### src/rtl/mmu_pkg.sv
// Shared types and constants for the MMU load/store execute stage.
package mmu_pkg;

    localparam int REG_AW = 4;
    localparam int SLOT_W = 4;
    localparam int LOC_W  = 4;
    localparam int MEM_AW = SLOT_W + LOC_W;
    localparam int CTR_W  = 8;

    typedef enum logic [2:0] {
        ST_IDLE,
        ST_RDREG,
        ST_MEMWAIT,
        ST_WB,
        ST_FIN
    } state_t;

    typedef logic [1:0] err_code_t;

    localparam err_code_t ERR_NONE     = 2'b00;
    localparam err_code_t ERR_INVALID  = 2'b01;
    localparam err_code_t ERR_CONFLICT = 2'b10;
    localparam err_code_t ERR_TIMEOUT  = 2'b11;

    // Classifies a decoded command; ERR_NONE means exactly one of ld/st is set.
    function automatic err_code_t decode_err(input logic ld, input logic st);
        if (ld && st)
            return ERR_CONFLICT;
        else if (!ld && !st)
            return ERR_INVALID;
        else
            return ERR_NONE;
    endfunction

endpackage

### src/rtl/mmu_timeout_ctr.sv
// Clearable, saturating 8-bit wait counter; terminal marks the LIMIT-th counted cycle.
module mmu_timeout_ctr
    import mmu_pkg::*;
#(
    parameter int LIMIT = 15
) (
    input  logic clk,
    input  logic rst,
    input  logic clr,
    input  logic inc,
    output logic terminal
);

    localparam logic [CTR_W-1:0] LAST = CTR_W'(LIMIT - 1);

    logic [CTR_W-1:0] count;

    always_ff @(posedge clk or posedge rst) begin
        if (rst)
            count <= '0;
        else if (clr)
            count <= '0;
        else if (inc && (count != '1))
            count <= count + 1'b1;
    end

    // count holds the cycles already waited, so count == LIMIT-1 means this is the last one.
    assign terminal = (count == LAST);

endmodule

### src/rtl/mmu_ls_exec.sv
// Load/store execute stage: moves one word between the register file and memory per command.
module mmu_ls_exec
    import mmu_pkg::*;
#(
    parameter int DATA_W  = 32,
    parameter int TIMEOUT = 15
) (
    input  logic                clk,
    input  logic                rst,
    input  logic                cmd_valid,
    output logic                cmd_ready,
    input  logic                cmd_ld,
    input  logic                cmd_st,
    input  logic [REG_AW-1:0]   cmd_reg_addr,
    input  logic [LOC_W-1:0]    cmd_mem_addr,
    input  logic [SLOT_W-1:0]   cmd_sl_select,
    output logic [REG_AW-1:0]   rf_raddr,
    input  logic [DATA_W-1:0]   rf_rdata,
    output logic                rf_we,
    output logic [REG_AW-1:0]   rf_waddr,
    output logic [DATA_W-1:0]   rf_wdata,
    output logic                mem_req,
    output logic                mem_we,
    output logic [MEM_AW-1:0]   mem_addr,
    output logic [DATA_W-1:0]   mem_wdata,
    input  logic                mem_ack,
    input  logic [DATA_W-1:0]   mem_rdata,
    output logic                done,
    output logic                err,
    output logic [1:0]          err_code
);

    state_t    state;
    logic      is_ld_q;
    err_code_t accept_code;
    logic      ctr_clr;
    logic      ctr_inc;
    logic      ctr_terminal;

    assign accept_code = decode_err(cmd_ld, cmd_st);

    // The counter is cleared on every transition into MEMWAIT.
    assign ctr_clr = ((state == ST_IDLE) && cmd_valid && (accept_code == ERR_NONE) && cmd_ld)
                   || (state == ST_RDREG);
    assign ctr_inc = (state == ST_MEMWAIT) && !mem_ack;

    mmu_timeout_ctr #(
        .LIMIT (TIMEOUT)
    ) u_timeout_ctr (
        .clk      (clk),
        .rst      (rst),
        .clr      (ctr_clr),
        .inc      (ctr_inc),
        .terminal (ctr_terminal)
    );

    // NOTE: all state and outputs are registered with non-blocking assignments so every
    // branch below reads the pre-edge values, regardless of statement order.
    always_ff @(posedge clk or posedge rst) begin
        if (rst) begin
            state     <= ST_IDLE;
            is_ld_q   <= 1'b0;
            cmd_ready <= 1'b1;
            rf_raddr  <= '0;
            rf_we     <= 1'b0;
            rf_waddr  <= '0;
            rf_wdata  <= '0;
            mem_req   <= 1'b0;
            mem_we    <= 1'b0;
            mem_addr  <= '0;
            mem_wdata <= '0;
            done      <= 1'b0;
            err       <= 1'b0;
            err_code  <= ERR_NONE;
        end else begin
            done  <= 1'b0;
            err   <= 1'b0;
            rf_we <= 1'b0;

            case (state)
                ST_IDLE: begin
                    if (cmd_valid) begin
                        is_ld_q  <= cmd_ld;
                        rf_raddr <= cmd_reg_addr;
                        mem_addr <= {cmd_sl_select, cmd_mem_addr};
                        if (accept_code != ERR_NONE) begin
                            err      <= 1'b1;
                            err_code <= accept_code;
                        end else if (cmd_st) begin
                            state     <= ST_RDREG;
                            cmd_ready <= 1'b0;
                        end else begin
                            state     <= ST_MEMWAIT;
                            cmd_ready <= 1'b0;
                            mem_req   <= 1'b1;
                            mem_we    <= 1'b0;
                        end
                    end
                end

                ST_RDREG: begin
                    mem_wdata <= rf_rdata;
                    mem_req   <= 1'b1;
                    mem_we    <= 1'b1;
                    state     <= ST_MEMWAIT;
                end

                ST_MEMWAIT: begin
                    // An ack on the terminal cycle still completes the command.
                    if (mem_ack) begin
                        mem_req <= 1'b0;
                        mem_we  <= 1'b0;
                        if (is_ld_q) begin
                            rf_we    <= 1'b1;
                            rf_waddr <= rf_raddr;
                            rf_wdata <= mem_rdata;
                            state    <= ST_WB;
                        end else begin
                            done  <= 1'b1;
                            state <= ST_FIN;
                        end
                    end else if (ctr_terminal) begin
                        mem_req   <= 1'b0;
                        mem_we    <= 1'b0;
                        err       <= 1'b1;
                        err_code  <= ERR_TIMEOUT;
                        cmd_ready <= 1'b1;
                        state     <= ST_IDLE;
                    end
                end

                ST_WB: begin
                    done  <= 1'b1;
                    state <= ST_FIN;
                end

                ST_FIN: begin
                    cmd_ready <= 1'b1;
                    state     <= ST_IDLE;
                end

                default: begin
                    cmd_ready <= 1'b1;
                    state     <= ST_IDLE;
                end
            endcase
        end
    end

endmodule

### config.mk
export PLATFORM = sky130hd
export DESIGN_NAME = mmu_ls_exec
export DESIGN_NICKNAME = d
export VERILOG_FILES = /design/src/rtl/mmu_pkg.sv /design/src/rtl/mmu_timeout_ctr.sv /design/src/rtl/mmu_ls_exec.sv
export SDC_FILE = /design/constraint.sdc
export NUM_CORES = 1
export LEC_CHECK = 0
export CAP_MARGIN = 5
export CELL_PAD_IN_SITES_DETAIL_PLACEMENT = 0
export CELL_PAD_IN_SITES_GLOBAL_PLACEMENT = 1
export CORE_ASPECT_RATIO = 0.8
export CORE_MARGIN = 5
export CORE_UTILIZATION = 36
export CTS_CLUSTER_SIZE = 20
export DETAILED_ROUTE_END_ITERATION = 10
export GPL_TIMING_DRIVEN = 0
export PLACE_DENSITY = 0.94
export REMOVE_ABC_BUFFERS = 1
export SLEW_MARGIN = 15
export SYNTH_ARGS = -nofsm -noshare
export SYNTH_HDL_FRONTEND = slang
export SYNTH_SLANG_ARGS = --single-unit
### constraint.sdc
create_clock -name clk -period 6.35 [get_ports clk]
set_input_delay 1.905 -clock clk [delete_from_list [all_inputs] [get_ports clk]]
set_output_delay 1.905 -clock clk [all_outputs]
set_load 0.03 [all_outputs]
==> results.yml, run 1 <==
status:
  status: "complete, no violations"
timing:
  finalCritPeriodShare_pct: 57.7
  finalCriticalPeriod_ns: 3.67
  rsz0062_at_grt: "false"
  fin_skew_ns: 0.00915
  hold_viol: 0
  fmax_mhz: 273
  slew_headroom_pct: 36.8
  worstMarginPinSlew_ns: 0.941
  final.setup.tns_ns: 0
  setup_violations: 0
  drv_slew: 0
yosys:
  yosysSeqAreaShare_pct: 61.4
  synthMuxAreaShare_pct: 19.1
  yosys.area.top_type_share_pct: 60.8
  ys_types: 42
  synth_compound_area_share_pct: 5.19
  synth_seq_cells: 100
  synth_top_family_by_area: "multiplexers"
  synthAdderAreaFrac_pct: 1.23
  synthesis.area_sq_mm: 0.00408
  syn_area_per_cell_sq_um: 13.5
  yosys.area_share.xor_xnor_pct: 1.29
  synth-simple-area-share_pct: 9.30
  yosys_warnings: 0
  synthArstFlopShare_pct: 100
  synth_edf_count: 0
  synth_ff_type: "dfrtp_1"
  yosysTopAreaCell: "dfrtp_1"
  synthTopCellsByArea: "dfrtp_1 (61%), mux2_2 (16%), nand2_1 (4.1%)"
  postSynthCellCount: 303
route:
  num_vias: 2982
  drtPass1Iterations: 4
  drc: 0
  vias_per_cell: 4.81
  ant_nets: 0
  post_drt_wl_per_cell_um: 16.2
  routed_wl_mm: 10.1
  dr.first_iter.drc_count: 70
global_routing:
  grt_pass1_vias: 3058
  antenna_found_initial: 0
  grt_usage_pct: 14.6
  grt_max_degree: 61
  gr-total-overflow: 0
  grt_pass1_wl_mm: 15.8
clock_tree:
  clk_latency_ns: 0.34
  cts_buffer_depth: 2
  cts_buffers: 9
  post_cts_resized: 0
  clockRootBuffer: "clkbuf_16"
  h-tree-depth: 3
  cts.sinks: 100
  clkTransAtPathRegs_ns: 0.06
  postCtsSetupBuffers: 0
  tritoncts: "yes"
  ctsHoldBuffers: 0
pwr:
  intPower_w: 0.00204
  comb_power_share_pct: 51.3
  total_power_w: 0.00338
  pwr-share-clk_pct: 15.7
  pwr-share-seq_pct: 33.0
  power_density_mw_per_mm2: 543
  ir_drop_v: 0.000272
  p_leak_nw: 2.63
  switching_share_pct: 39.7
  p_sw_w: 0.00134
critical_path:
  worstPathRequired_ns: 6.53
  crit_path_end_kind: "flop"
  r2r_slack_ns: 4.27
  cp-start-kind: "input port"
  r2r-end: "rf_wdata[16]$_DFFE_PP0P_"
  cp.arrival_ns: 3.84
  worstSetupPathType: "input port to flop"
  r2r-start: "state[1]$_DFFE_PP0P_"
  critical_path_peak_fanout: 8
  r2r_cells: 4
finish:
  multiInputGateArea_sq_mm: 0.00147
  drive_above_1_share_pct: 18.3
  final_area_sq_mm: 0.00622
  register_area_sq_mm: 0.00250
  areaGrowthSynthToFinish_pct: 52.5
  nets: 558
  diodes: 0
  final_cell_mix: "clkdlybuf4s50_1 (169), dfrtp_1 (99), mux2_2 (59), nand2_1 (44), mux2_1 (10)"
  fillers: 913
  layout_commonest_cell: "clkdlybuf4s50_1"
floorplanning:
  die_area_sq_mm: 0.0136
  io_pins: 170
  die_x_um: 129
  die_h_um: 105
  row_count: 34
  core_sq_mm: 0.0110
  start_util_pct: 37.2
place:
  dpl.hpwl_mm: 7.50
  place_area_sq_mm: 0.00593
  numPortBuffers: 169
  gp_congestion: 0.812
job:
  drv_cap: 0
min_path:
  holdPathEnd: "mem_addr[0]$_DFFE_PP0P_"
  hold_class: "flop to flop"
  worstHoldStart: "mem_addr[0]$_DFFE_PP0P_"
  hold_path_depth: 2
[per-stage QoR]
step,setup slack [ns],utilization (%),instances,hold slack [ns]
floorplan,1.83,-,290,0.521
global placement,0.403,53.6,603,0.458
detailed placement,2.30,54.1,605,0.466
CTS,2.66,56.7,620,0.485
global route,2.51,56.7,620,0.506
finish,2.68,56.7,620,0.477
[synthesized netlist by cell type, drive strengths merged (3+ instances only)]
cell and n:
nand2 44, a2111oi 3, xnor2 4, inv 9, mux2 69, dfrtp 99
and3 3, ha 4, clkbuf 3, o21ai 3, nor3b 4, a21oi 5
nor2 10, buf 10
[area by class of cell]
class | instances | share of cell area [%]
sequential | 100 | 40.3
timing repair buffer | 171 | 28.0
multi-input combinational | 181 | 23.7
clock buffer | 11 | 3.74
tap | 144 | 2.90
clock inverter | 4 | 0.825
inverter | 9 | 0.624
[critical path: stages]
cell,delay (ns)
clkdlybuf4s50_1,0.56
inv_1,0.06
ha_1,0.36
a31oi_1,0.10
nor3_1,0.73
nor2_1,0.11
[cells by family after synthesis]
| family | Yosys count |
|---|---|
| xor gates and xnor gates | 6 |
| buffers and inverters | 22 |
| AOI/OAI and AO/OA | 25 |
| DFF | 100 |
| and+or+nand+nor | 77 |
| muxes | 69 |
| adders and majority gates | 4 |
[per-layer routing]
layer / part of all wire [%] / GRT usage [%]
met1: 42 / 17.9
met2: 46 / 23.2
met3: 11 / 6.78
met4: 1.3 / 4.27
met5: 0 / 0
[how the worst max path moves through the flow]
stage                     startpoint                            endpoint  cells past startpoint
after global placement           rst             mem_addr[5]$_DFFE_PP0P_                      2
after CTS                     cmd_ld  u_timeout_ctr.count[2]$_DFFE_PP0P_                      6
after detailed placement      cmd_ld  u_timeout_ctr.count[2]$_DFFE_PP0P_                      6
final                         cmd_ld  u_timeout_ctr.count[2]$_DFFE_PP0P_                      6
after floorplan                  rst                      done$_DFF_PP0_                      1
after global routing          cmd_ld  u_timeout_ctr.count[2]$_DFFE_PP0P_                      6
[registers in the layout, summed over array words and instances (netlist names), 2 cells and up]
name,cells
mem_wdata,32
rf_wdata,32
mem_addr,8
u_timeout_ctr.count,8
rf_raddr,4
rf_waddr,4
state,3
err_code,2
[power groups by stage]
stage	logic, W	registers (W)	clock network [W]
after CTS	0.00176	0.00112	0.000548
after global placement	0.00173	0.00111	0
after floorplan	0.000457	0.00166	0
final	0.00173	0.00112	0.000530
after global routing	0.00183	0.00116	0.000576
after detailed placement	0.00175	0.00113	0
No activity file was read; power rests on OpenSTA's default activity.
==> run 2: changes to the inputs <==
--- a/config.mk
+++ b/config.mk
@@ -10,11 +10,11 @@
 export CELL_PAD_IN_SITES_GLOBAL_PLACEMENT = 1
 export CORE_ASPECT_RATIO = 0.8
 export CORE_MARGIN = 5
-export CORE_UTILIZATION = 36
+export CORE_UTILIZATION = 33
 export CTS_CLUSTER_SIZE = 20
 export DETAILED_ROUTE_END_ITERATION = 10
 export GPL_TIMING_DRIVEN = 0
-export PLACE_DENSITY = 0.94
+export PLACE_DENSITY = 0.88
 export REMOVE_ABC_BUFFERS = 1
 export SLEW_MARGIN = 15
 export SYNTH_ARGS = -nofsm -noshare
==> constraint.sdc (replaced) <==
create_clock -name clk -period 3.75 [get_ports clk]
set_input_delay 1.125 -clock clk [delete_from_list [all_inputs] [get_ports clk]]
set_output_delay 1.125 -clock clk [all_outputs]
set_load 0.03 [all_outputs]
==> results.yml, run 2 (synthesized netlist as in run 1, its figures left out) <==
critical_path:
  crit_family: "simple AND/OR/NAND/NOR gates"
  path_buf_inv: 2
  cp.arrival_ns: 3.14
  r2r_cells: 4
  crit_path_end_kind: "flop"
  r2r-start: "state[1]$_DFFE_PP0P_"
  path_cells: "clkdlybuf4s50_1 -> inv_1 -> ha_1 -> a31oi_1 -> nor3_1 -> nor2_1"
  worstSetupPathType: "input port to flop"
  r2r-end: "rf_wdata[16]$_DFFE_PP0P_"
  cp-start-kind: "input port"
  slowest_stage: "nor3_1"
  critPathMaxStageDelay_ns: 0.81
  critical_path_peak_fanout: 8
  worstPathRequired_ns: 3.93
  cp_num_cells: 6
  r2r_slack_ns: 1.74
clock_tree:
  h-tree-depth: 3
  postCtsSetupBuffers: 0
  ctsHoldBuffers: 0
  clk_latency_ns: 0.34
  cts.sinks: 100
  clockRootBuffer: "clkbuf_16"
  cts_buffers: 9
  post_cts_resized: 0
  clkTransAtPathRegs_ns: 0.07
  cts_buffer_depth: 2
  tritoncts: "yes"
place:
  placed_cells: 613
  place_area_sq_mm: 0.00594
  gp_congestion: 0.764
  dpl.hpwl_mm: 7.53
  numPortBuffers: 169
timing:
  slew_headroom_pct: 30.0
  setup_violations: 0
  final.setup.tns_ns: 0
  rsz0062_at_grt: "false"
  hold_viol: 0
  finalCriticalPeriod_ns: 2.97
  finalCritPeriodShare_pct: 79.1
  worstMarginPinSlew_ns: 1.04
  drv_slew: 0
  fin_skew_ns: 0.00614
  fmax_mhz: 337
pwr:
  comb_power_share_pct: 50.1
  pwr-share-clk_pct: 17.9
  power_density_mw_per_mm2: 935
  ir_drop_v: 0.000460
  intPower_w: 0.00359
  p_leak_nw: 2.66
  p_sw_w: 0.00229
  switching_share_pct: 39.0
  pwr-share-seq_pct: 32.1
route:
  ant_nets: 0
  num_vias: 2938
  routed_wl_mm: 10.1
  vias_per_cell: 4.67
  drc: 0
  post_drt_wl_per_cell_um: 16.0
  drtPass1Iterations: 4
  dr.first_iter.drc_count: 137
min_path:
  hold_path_depth: 2
  hold_class: "flop to flop"
  holdPathEnd: "mem_addr[1]$_DFFE_PP0P_"
  worstHoldStart: "mem_addr[1]$_DFFE_PP0P_"
floorplanning:
  start_util_pct: 33.5
  die_x_um: 134
  die_area_sq_mm: 0.0147
  core_sq_mm: 0.0122
  io_pins: 170
  row_count: 36
  die_h_um: 109
global_routing:
  grt_usage_pct: 13.8
  grt_max_degree: 58
  antenna_found_initial: 0
  gr-total-overflow: 0
  grt_pass1_vias: 3172
  grt_pass1_wl_mm: 16.2
finish:
  nets: 558
  final_area_sq_mm: 0.00628
  reg_top3: "mem_wdata (32), rf_wdata (32)"
  fillers: 1037
  areaGrowthSynthToFinish_pct: 54.1
  register_area_sq_mm: 0.00250
  drive_above_1_share_pct: 18.7
  layout_commonest_cell: "clkdlybuf4s50_1"
  final_cell_mix: "clkdlybuf4s50_1 (169), dfrtp_1 (99), mux2_2 (59), nand2_1 (44), mux2_1 (10)"
  diodes: 0
  stdcell_count: 629
  multiInputGateArea_sq_mm: 0.00147
job:
  drv_cap: 0
status:
  status: "complete, no violations"
## run 2: cell types whose count changed in the layout (fill, tap and decap cells not counted)
cell       previous run  this run
inv_6                 1         2
clkinv_4              1         0
clkbuf_1              2         1
bufinv_16             1         3
## run 2: area by class of cell
type / instances / share of cell area [%]
clock inverters: 6 / 1.77
multi-input cells: 181 / 23.4
inverters: 9 / 0.617
clock buffers: 10 / 3.64
flip-flops and latches: 100 / 39.8
repair buffers: 171 / 27.7
well taps: 152 / 3.03
## run 2: worst max path at each step
stage,start,to
finish,cmd_ld,u_timeout_ctr.count[2]$_DFFE_PP0P_
global route,cmd_st,u_timeout_ctr.count[2]$_DFFE_PP0P_
CTS,cmd_st,u_timeout_ctr.count[2]$_DFFE_PP0P_
detailed placement,cmd_st,u_timeout_ctr.count[2]$_DFFE_PP0P_
global placement,rst,mem_addr[0]$_DFFE_PP0P_
floorplan,rst,done$_DFF_PP0_
## run 2: stage by stage
| step | power (W) | setup WS (ns) | utilization [%] | hold WS (ns) |
|---|---|---|---|---|
| after global routing | 0.00621 | 0.631 | 51.7 | 0.502 |
| after global placement | 0.00480 | -1.47 | 48.4 | 0.463 |
| final | 0.00587 | 0.785 | 51.7 | 0.479 |
| after detailed placement | 0.00488 | 0.478 | 48.9 | 0.463 |
| after CTS | 0.00596 | 0.831 | 51.7 | 0.483 |
| after floorplan | 0.00358 | 0.00788 | - | 0.521 |
## run 2: worst reg2reg max path, delay by kind of cell, from the launching register on
family	cells	cell delay, ns
simple gates	2	0.70
flops	1	0.57
buf+inv	1	0.23
mux	1	0.39
## run 2: power groups by stage
stage	clock [W]	combinational (W)	sequential, W
global placement	0	0.00293	0.00187
global route	0.00113	0.00312	0.00197
CTS	0.00109	0.00298	0.00189
detailed placement	0	0.00297	0.00191
finish	0.00105	0.00294	0.00188
floorplan	0	0.000775	0.00281
## run 2: per-layer routing
| layer | up-vias | wire length [um] | GRT usage, % |
|---|---|---|---|
| met5 | - | 0 | 0 |
| met4 | 0 | 113 | 3.92 |
| met3 | 8 | 1170 | 7.18 |
| met2 | 132 | 4540 | 21.7 |
| met1 | 1407 | 4220 | 16.8 |
| li1 | 1391 | - | - |
==> run 3: changes to the inputs <==
==> constraint.sdc (replaced) <==
create_clock -name clk -period 2.8 [get_ports clk]
set_input_delay 0.84 -clock clk [delete_from_list [all_inputs] [get_ports clk]]
set_output_delay 0.84 -clock clk [all_outputs]
set_load 0.03 [all_outputs]
==> results.yml, run 3 (synthesized netlist as in run 1, its figures left out) <==
floorplanning:
  die_h_um: 109
  core_sq_mm: 0.0122
  die_x_um: 134
  start_util_pct: 33.5
  die_area_sq_mm: 0.0147
  io_pins: 170
  row_count: 36
route:
  post_drt_wl_per_cell_um: 16.0
  ant_nets: 0
  drc: 0
  routed_wl_mm: 10.1
  dr.first_iter.drc_count: 127
  vias_per_cell: 4.67
  num_vias: 2940
  drtPass1Iterations: 4
job:
  drv_cap: 0
clock_tree:
  cts_buffer_depth: 2
  clk_latency_ns: 0.34
  clkTransAtPathRegs_ns: 0.07
  h-tree-depth: 3
  cts_buffers: 9
  ctsHoldBuffers: 0
  cts.sinks: 100
  clockRootBuffer: "clkbuf_16"
  tritoncts: "yes"
place:
  gp_congestion: 0.764
  dp_slack_ns: -0.187
  dpl.hpwl_mm: 7.53
  numPortBuffers: 169
  place_area_sq_mm: 0.00594
timing:
  hold_viol: 0
  rsz0062_at_grt: "false"
  fmax_mhz: 414
  drv_slew: 0
  fin_ws_ns: 0.385
  finalCriticalPeriod_ns: 2.41
  finalCritPeriodShare_pct: 86.2
  final.setup.tns_ns: 0
  worstMarginPinSlew_ns: 0.781
  slew_headroom_pct: 47.9
  fin_skew_ns: 0.00614
  setup_violations: 0
critical_path:
  slowest_stage: "clkdlybuf4s50_1"
  critPathMaxStageDelay_ns: 0.68
  crit_path_end_kind: "primary output"
  critical_path_peak_fanout: 4
  path_buf_inv: 1
  worstSetupPathType: "flop to primary output"
  cp.arrival_ns: 1.57
  crit_family: "buffers and inverters"
  path_cells: "clkdlybuf4s50_1"
  cp-start-kind: "flop"
  worstPathRequired_ns: 1.96
global_routing:
  grt_pass1_wl_mm: 16.2
  grt_usage_pct: 13.8
  antenna_found_initial: 0
  grt_max_degree: 58
  grt_pass1_vias: 3172
  gr-total-overflow: 0
pwr:
  ir_drop_v: 0.000618
  power_density_mw_per_mm2: 1250
  total_power_w: 0.00788
  p_leak_nw: 2.66
finish:
  drive_above_1_share_pct: 18.9
  reg_top3: "mem_wdata (32), rf_wdata (32)"
  nets: 558
  areaGrowthSynthToFinish_pct: 54.2
  fillers: 1038
  final_cell_mix: "clkdlybuf4s50_1 (169), dfrtp_1 (99), mux2_2 (59), nand2_1 (44), mux2_1 (10)"
  diodes: 0
  register_area_sq_mm: 0.00250
  layout_commonest_cell: "clkdlybuf4s50_1"
  final_area_sq_mm: 0.00629
  multiInputGateArea_sq_mm: 0.00148
status:
  status: "complete, no violations"
min_path:
  hold_class: "flop to flop"
==> run 3: report_power, final <==
group / internal (W) / total (W) / switching [W]
Clock: 0.000875 / 0.00141 / 0.000531
Sequential: 0.00212 / 0.00253 / 0.000403
Combinational: 0.00180 / 0.00394 / 0.00214
Total: 0.00480 / 0.00788 / 0.00307
==> run 3: what timing repair did <==
item / 4_1_cts / 5_1_grt
hold endpoints to repair: 0 / 0
resized for setup: 0 / 1
setup endpoints to repair: 0 / 4
buffers inserted: 0 / 0
==> run 3: final cells by class <==
| type | instances | share of cell area (%) |
|---|---|---|
| well taps | 152 | 3.02 |
| clock buffers | 10 | 3.64 |
| repair buffers | 171 | 27.7 |
| inverters | 9 | 0.617 |
| multi-input cells | 181 | 23.5 |
| clock inverters | 6 | 1.77 |
| flip-flops and latches | 100 | 39.8 |
==> run 3: final timing paths <==
check	to	start	depth (start not counted)	slack (ns)
min	mem_addr[1]$_DFFE_PP0P_	mem_addr[1]$_DFFE_PP0P_	2	0.48
max reg2reg	rf_wdata[16]$_DFFE_PP0P_	state[1]$_DFFE_PP0P_	4	0.76
min reg2reg	mem_addr[1]$_DFFE_PP0P_	mem_addr[1]$_DFFE_PP0P_	2	0.48
max	cmd_ready	cmd_ready$_DFFE_PP1P_	1	0.39
max in group asynchronous	mem_addr[3]$_DFFE_PP0P_	rst	3	1.28
min in group asynchronous	mem_wdata[26]$_DFFE_PP0P_	rst	2	0.89
==> run 3: through the flow <==
stage / util (%) / cells / hold WS, ns
finish: 51.7 / 629 / 0.479
global route: 51.7 / 629 / 0.502
CTS: 51.7 / 629 / 0.483
detailed placement: 48.9 / 613 / 0.463
global placement: 48.4 / 611 / 0.463
floorplan: - / 290 / 0.521
==> run 3: layer usage <==
layer | part of all wire (%) | GRT usage [%] | up-vias | wire, um
met3 | 11 | 7.18 | 8 | 1150
met1 | 42 | 16.8 | 1417 | 4240
met5 | 0 | 0 | - | 0
li1 | - | - | 1389 | -
met2 | 45 | 21.7 | 126 | 4550
met4 | 1.1 | 3.92 | 0 | 113
==> variant 1, RTL diff (config.mk and constraints of run 3) <==
`CTR_W`: 8 -> 7.
--- a/src/rtl/mmu_pkg.sv
+++ b/src/rtl/mmu_pkg.sv
@@ -5,7 +5,7 @@
     localparam int SLOT_W = 4;
     localparam int LOC_W  = 4;
     localparam int MEM_AW = SLOT_W + LOC_W;
-    localparam int CTR_W  = 8;
+    localparam int CTR_W  = 7;
 
     typedef enum logic [2:0] {
         ST_IDLE,
Behaviour: no difference found for any inputs over 10 cycles, from zero or initial values and one cycle with rst high; that may be too few to reach the edited logic, so the function may still have changed.
==> variant 1 against run 3 <==
- sequential cell count down 1
- routed wire length is 2.8% lower
- synthesized area grew 1.6%
- cell count decreased by 2.5%
- clock power down 20%
- cell area about the same
- worst setup slack got worse by 160 ps
- total power increased by 1.0%
- critical path type is now in2reg
- critical endpoint is now rf_wdata[31]
==> variant 1: results (changes against run 3) <==
power:
  p_clk_w: 0.00113  # -20%
  pwr-share-seq_pct: 32.3  # +0.2 points
  p_leak_nw: 2.637  # -0.95%
  p_sw_w: 0.003112  # +1.3%
  peakVddDrop_uv: 658.3  # +6.5%
timing:
  fin_skew_ps: 7.357  # +1.220 ps
  relSlewSlack_pct: 36.57  # -11 points
final_layout:
  final-seq-area_um2: 2479  # -1.0%
  buffers: 173  # +1.2%
  multi_input_area_um2: 1531  # +3.6%
  nonClockInverterCount: 5  # -4
  top_regs: "mem_wdata (32), rf_wdata (32), mem_addr (8)"
  nNetsFinal: 524  # -6.1%
  n_fill_cell: 1059  # +2.0%
  multi_input_gates: 150  # -17%
worst_setup_path:
  worstSetupStartpoint: "mem_ack"
  critPathMaxStageDelay_ps: 600  # -80 ps
  rrSetupSlack_ps: 600  # -160 ps
  r2r_cells: 5  # +1
  arrival_ps: 2800  # +1230 ps
  r2r_start: "state[0]"
yosys:
  yosys-top-cells-area: "dfrtp_1 (59%), mux2_2 (14%), mux2_4 (11%)"
  synthXorXnorAreaFrac_pct: 1.057  # -0.23 points
  synth_common_cells: "dfrtp_1 (98), mux2_2 (51), mux2_4 (29)"
  synth_adder_area_share_pct: 1.208  # -0.019 points
  ys_types: 41  # -2.4%
  synth_compound_area_share_pct: 4.168  # -1.0 points
  muxShareOfSynthArea_pct: 24.37  # +5.3 points
cts:
  cts.sinks: 99  # -1.0%
  clock_latency_ps: 340  # about the same
detailed_routing:
  drt_iter0_markers: 80  # -37%
  vias_per_cell: 4.577  # -2.1%
  routed_wl_mm: 9.770  # -2.8%
place:
  place_congestion: 0.7507  # -1.7%
  dp_hpwl_mm: 7.311  # -2.9%
grt:
  grt_pass1_vias: 3036  # -4.3%
  grt_pass1_wl_mm: 15.38  # -4.8%
  grt_max_degree: 71  # +22%
  grt.total_usage_pct: 13.16  # -0.67 points
status:
  run_status: "finished, final reports clean"
-- variant 1: cell count changes after synthesis, moves of 3 or more --
| cell | before | now |
|---|---|---|
| mux2_2 | 59 | 51 |
| mux2_4 | 0 | 29 |
| inv_1 | 9 | 5 |
| mux2_1 | 10 | 0 |
| clkbuf_1 | 3 | 0 |
| buf_2 | 8 | 1 |
| nand2_1 | 44 | 4 |
| xnor2_1 | 4 | 1 |
| buf_6 | 1 | 9 |
| o22a_1 | 0 | 3 |
-- variant 1: per-stage QoR --
stage	hold WS (ps)	instances	total power [W]	worst slack (ps)	area, um^2
final	491.4	613	0.007956	221.4	6292
after global routing	522.8	613	0.008385	110.8	6292
after CTS	495.3	613	0.008087	237.4	6292
after detailed placement	481.4	598	0.006891	-151.3	6025
after global placement	473.1	594	0.006763	-2124	5927
after floorplan	502.7	254	0.005117	-628.8	4021
-- variant 1: how the worst min path moves through the flow --
| stage | startpoint | end | slack, ps | cells past startpoint |
|---|---|---|---|---|
| floorplan | u_timeout_ctr.count[6] | u_timeout_ctr.count[6] | 500 | 2 |
| global placement | err_code[1] | err_code[1] | 470 | 1 |
| detailed placement | err_code[1] | err_code[1] | 480 | 1 |
| CTS | err_code[1] | err_code[1] | 500 | 1 |
| global route | mem_req | mem_req | 520 | 1 |
| finish | err_code[1] | err_code[1] | 490 | 1 |
-- variant 1: layer usage --
| metal | track usage (%) | vias to the layer above | part of all wire, % |
|---|---|---|---|
| li1 | - | 1291 | - |
| met1 | 15.75 | 1389 | 42 |
| met2 | 20.63 | 114 | 46 |
| met3 | 6.851 | 12 | 10 |
| met4 | 4.317 | 0 | 1.2 |
| met5 | 0 | - | 0 |
==> variant 2, RTL diff (flow settings as in run 3) <==
Made on the original files. Make the reset (`rst`) synchronous in 2 clocked blocks.
--- a/src/rtl/mmu_timeout_ctr.sv
+++ b/src/rtl/mmu_timeout_ctr.sv
@@ -15,7 +15,7 @@
 
     logic [CTR_W-1:0] count;
 
-    always_ff @(posedge clk or posedge rst) begin
+    always_ff @(posedge clk) begin
         if (rst)
             count <= '0;
         else if (clr)
--- a/src/rtl/mmu_ls_exec.sv
+++ b/src/rtl/mmu_ls_exec.sv
@@ -56,7 +56,7 @@
 
     // NOTE: all state and outputs are registered with non-blocking assignments so every
     // branch below reads the pre-edge values, regardless of statement order.
-    always_ff @(posedge clk or posedge rst) begin
+    always_ff @(posedge clk) begin
         if (rst) begin
             state     <= ST_IDLE;
             is_ld_q   <= 1'b0;
Behaviour: differs if rst is asserted again (counterexample within 4 cycles, from zero or initial values and one cycle with rst high); with rst held inactive, the same outputs for 10 cycles.
==> variant 2 against run 3 <==
- register-to-register slack improved by 30 ps
- routed wire length increased by 13%
- cell count increased by 22%
- worst setup slack worse by 37 ps
- sequential cell count stayed put
- synthesized area shrank 8.0%
- cell area down 6.1%
- hold slack worse by 27 ps
- largest cell class unchanged
Power is not compared: it rests on default switching activity, and its combinational part moved more than twofold at a synthesized area within 25%.
==> variant 2: results (changes against run 3) <==
status:
  run_status: "finished, final reports clean"
yosys:
  ys_types: 40  # -4.8%
  ys_seq_elements: 100  # unchanged
  synth_common_cells: "nand2_1 (169), dfxtp_1 (100), a21oi_1 (85)"
  synth_ff_type: "dfxtp_1"
  seq_area_frac_synth_pct: 53.39  # -8.0 points
  async_flop_share_pct: 0  # -100 points
  syn-mean-instance-area_um2: 8.047  # -40%
  synth_warnings: 0  # unchanged
  yosys-top-cells-area: "dfxtp_1 (53%), nand2_1 (17%), a21oi_1 (11%)"
worst_hold_path:
  hold_path_end: "rf_waddr[3]"
  min_from: "rf_waddr[3]"
  min_path_cells: 2  # unchanged
detailed_routing:
  routed_wl_mm: 11.35  # +13%
  drt_iter0_markers: 152  # +20%
  wl_met2_mm: 4.943  # +8.7%
  drt-met1-wl_mm: 5.065  # +20%
  wire_per_inst_um: 14.78  # -7.5%
  dr_wl_met3_mm: 1.052  # -8.4%
  vias: 3686  # +25%
grt:
  grt.total_usage_pct: 16.42  # +2.6 points
  grt_pass1_vias: 3557  # +12%
  grt_pass1_wl_mm: 17.94  # +11%
  grt_max_degree: 55  # -5.2%
timing:
  fin_skew_ps: 6.466  # +0.3281 ps
  finalCriticalPeriod_ps: 2452  # +37.27 ps
  max_slew.worst_pin.slew_ps: 800.2  # +18.75 ps
final_layout:
  nNetsFinal: 705  # +26%
  drive_gt1_share_pct: 4.487  # -14 points
  n_fill_cell: 1017  # -2.0%
  diodes: 0  # unchanged
worst_setup_path:
  reg2reg_to: "err"
  r2r_cells: 3  # -1
  crit_fanout: 16  # +12
  r2r_start: "state[2]"
  rrSetupSlack_ps: 790  # +30 ps
  arrival_ps: 2730  # +1160 ps
place:
  pre_cts_ws_ps: 5.460  # +192.5 ps
  dp_hpwl_mm: 8.203  # +9.0%
  portBuffers: 169  # unchanged
  dp.cells: 752  # +23%
  place_congestion: 0.8516  # +11%
cts:
  htree_levels: 3  # unchanged
[variant 2: changes by cell type after synthesis, sizes merged, moves of 3 or more]
cell	run 3	this run
dfrtp	99	0
clkbuf	3	25
nor2	10	19
dfxtp	0	100
o21a	0	3
inv	9	4
buf	10	5
nand2	44	169
nor3b	4	0
nand2b	0	3
a21oi	5	85
mux2	69	0
[variant 2: power by group]
group	internal, W	switching, W	total (W)	leakage (nW)
Clock	0.000874	0.000529	0.00140	0.155
Combinational	0.000239	0.000271	0.000510	1.07
Sequential	0.00148	0.0000394	0.00152	0.810
Total	0.00259	0.000839	0.00343	2.04
[variant 2: worst max path at each step]
stage | to | from | cells after the start
finish | err | cmd_valid | 4
global route | err | cmd_valid | 4
CTS | err | cmd_valid | 4
detailed placement | err | cmd_valid | 4
global placement | u_timeout_ctr.count[1] | rst | 3
floorplan | u_timeout_ctr.count[1] | cmd_valid | 3
[variant 2: through the flow]
stage               power [W]  TNS [ps]  area [um^2]  hold WS [ps]
floorplan            0.001767         0         3627         443.5
global placement     0.002048   -119760         5499         441.2
detailed placement   0.002061         0         5564         446.6
CTS                  0.003472         0         5906         455.7
global route         0.003565         0         5908         470.2
finish               0.003429         0         5908         451.8
[variant 2: layout make-up]
| type | count | area share [%] |
|---|---|---|
| inverters | 4 | 0.2541 |
| flip-flops and latches | 100 | 33.88 |
| well taps | 144 | 3.050 |
| clock inverters | 6 | 1.906 |
| multi-input cells | 332 | 27.55 |
| clock buffers | 10 | 3.875 |
| repair buffers | 172 | 29.48 |
[variant 2: cell families after synthesis]
logic type	after synthesis	share of synthesized area (%)
simple gates	216	24.36
compound gates	106	15.78
flops	100	53.39
buf+inv	34	3.670
xor+xnor	4	0.9344
fa+ha+maj	4	1.335
mux	2	0.5339
[variant 2: routing by layer]
layer / track usage (%) / vias to the layer above
met4: 6.147 / 0
met5: 0 / -
met3: 6.320 / 21
met2: 25.48 / 148
li1: - / 1839
met1: 20.67 / 1678
[variant 2: critical path, stage by stage]
cell and delay, ps:
clkdlybuf4s50_1 490, or4b_2 840, o2bb2ai_1 350, and3b_1 200
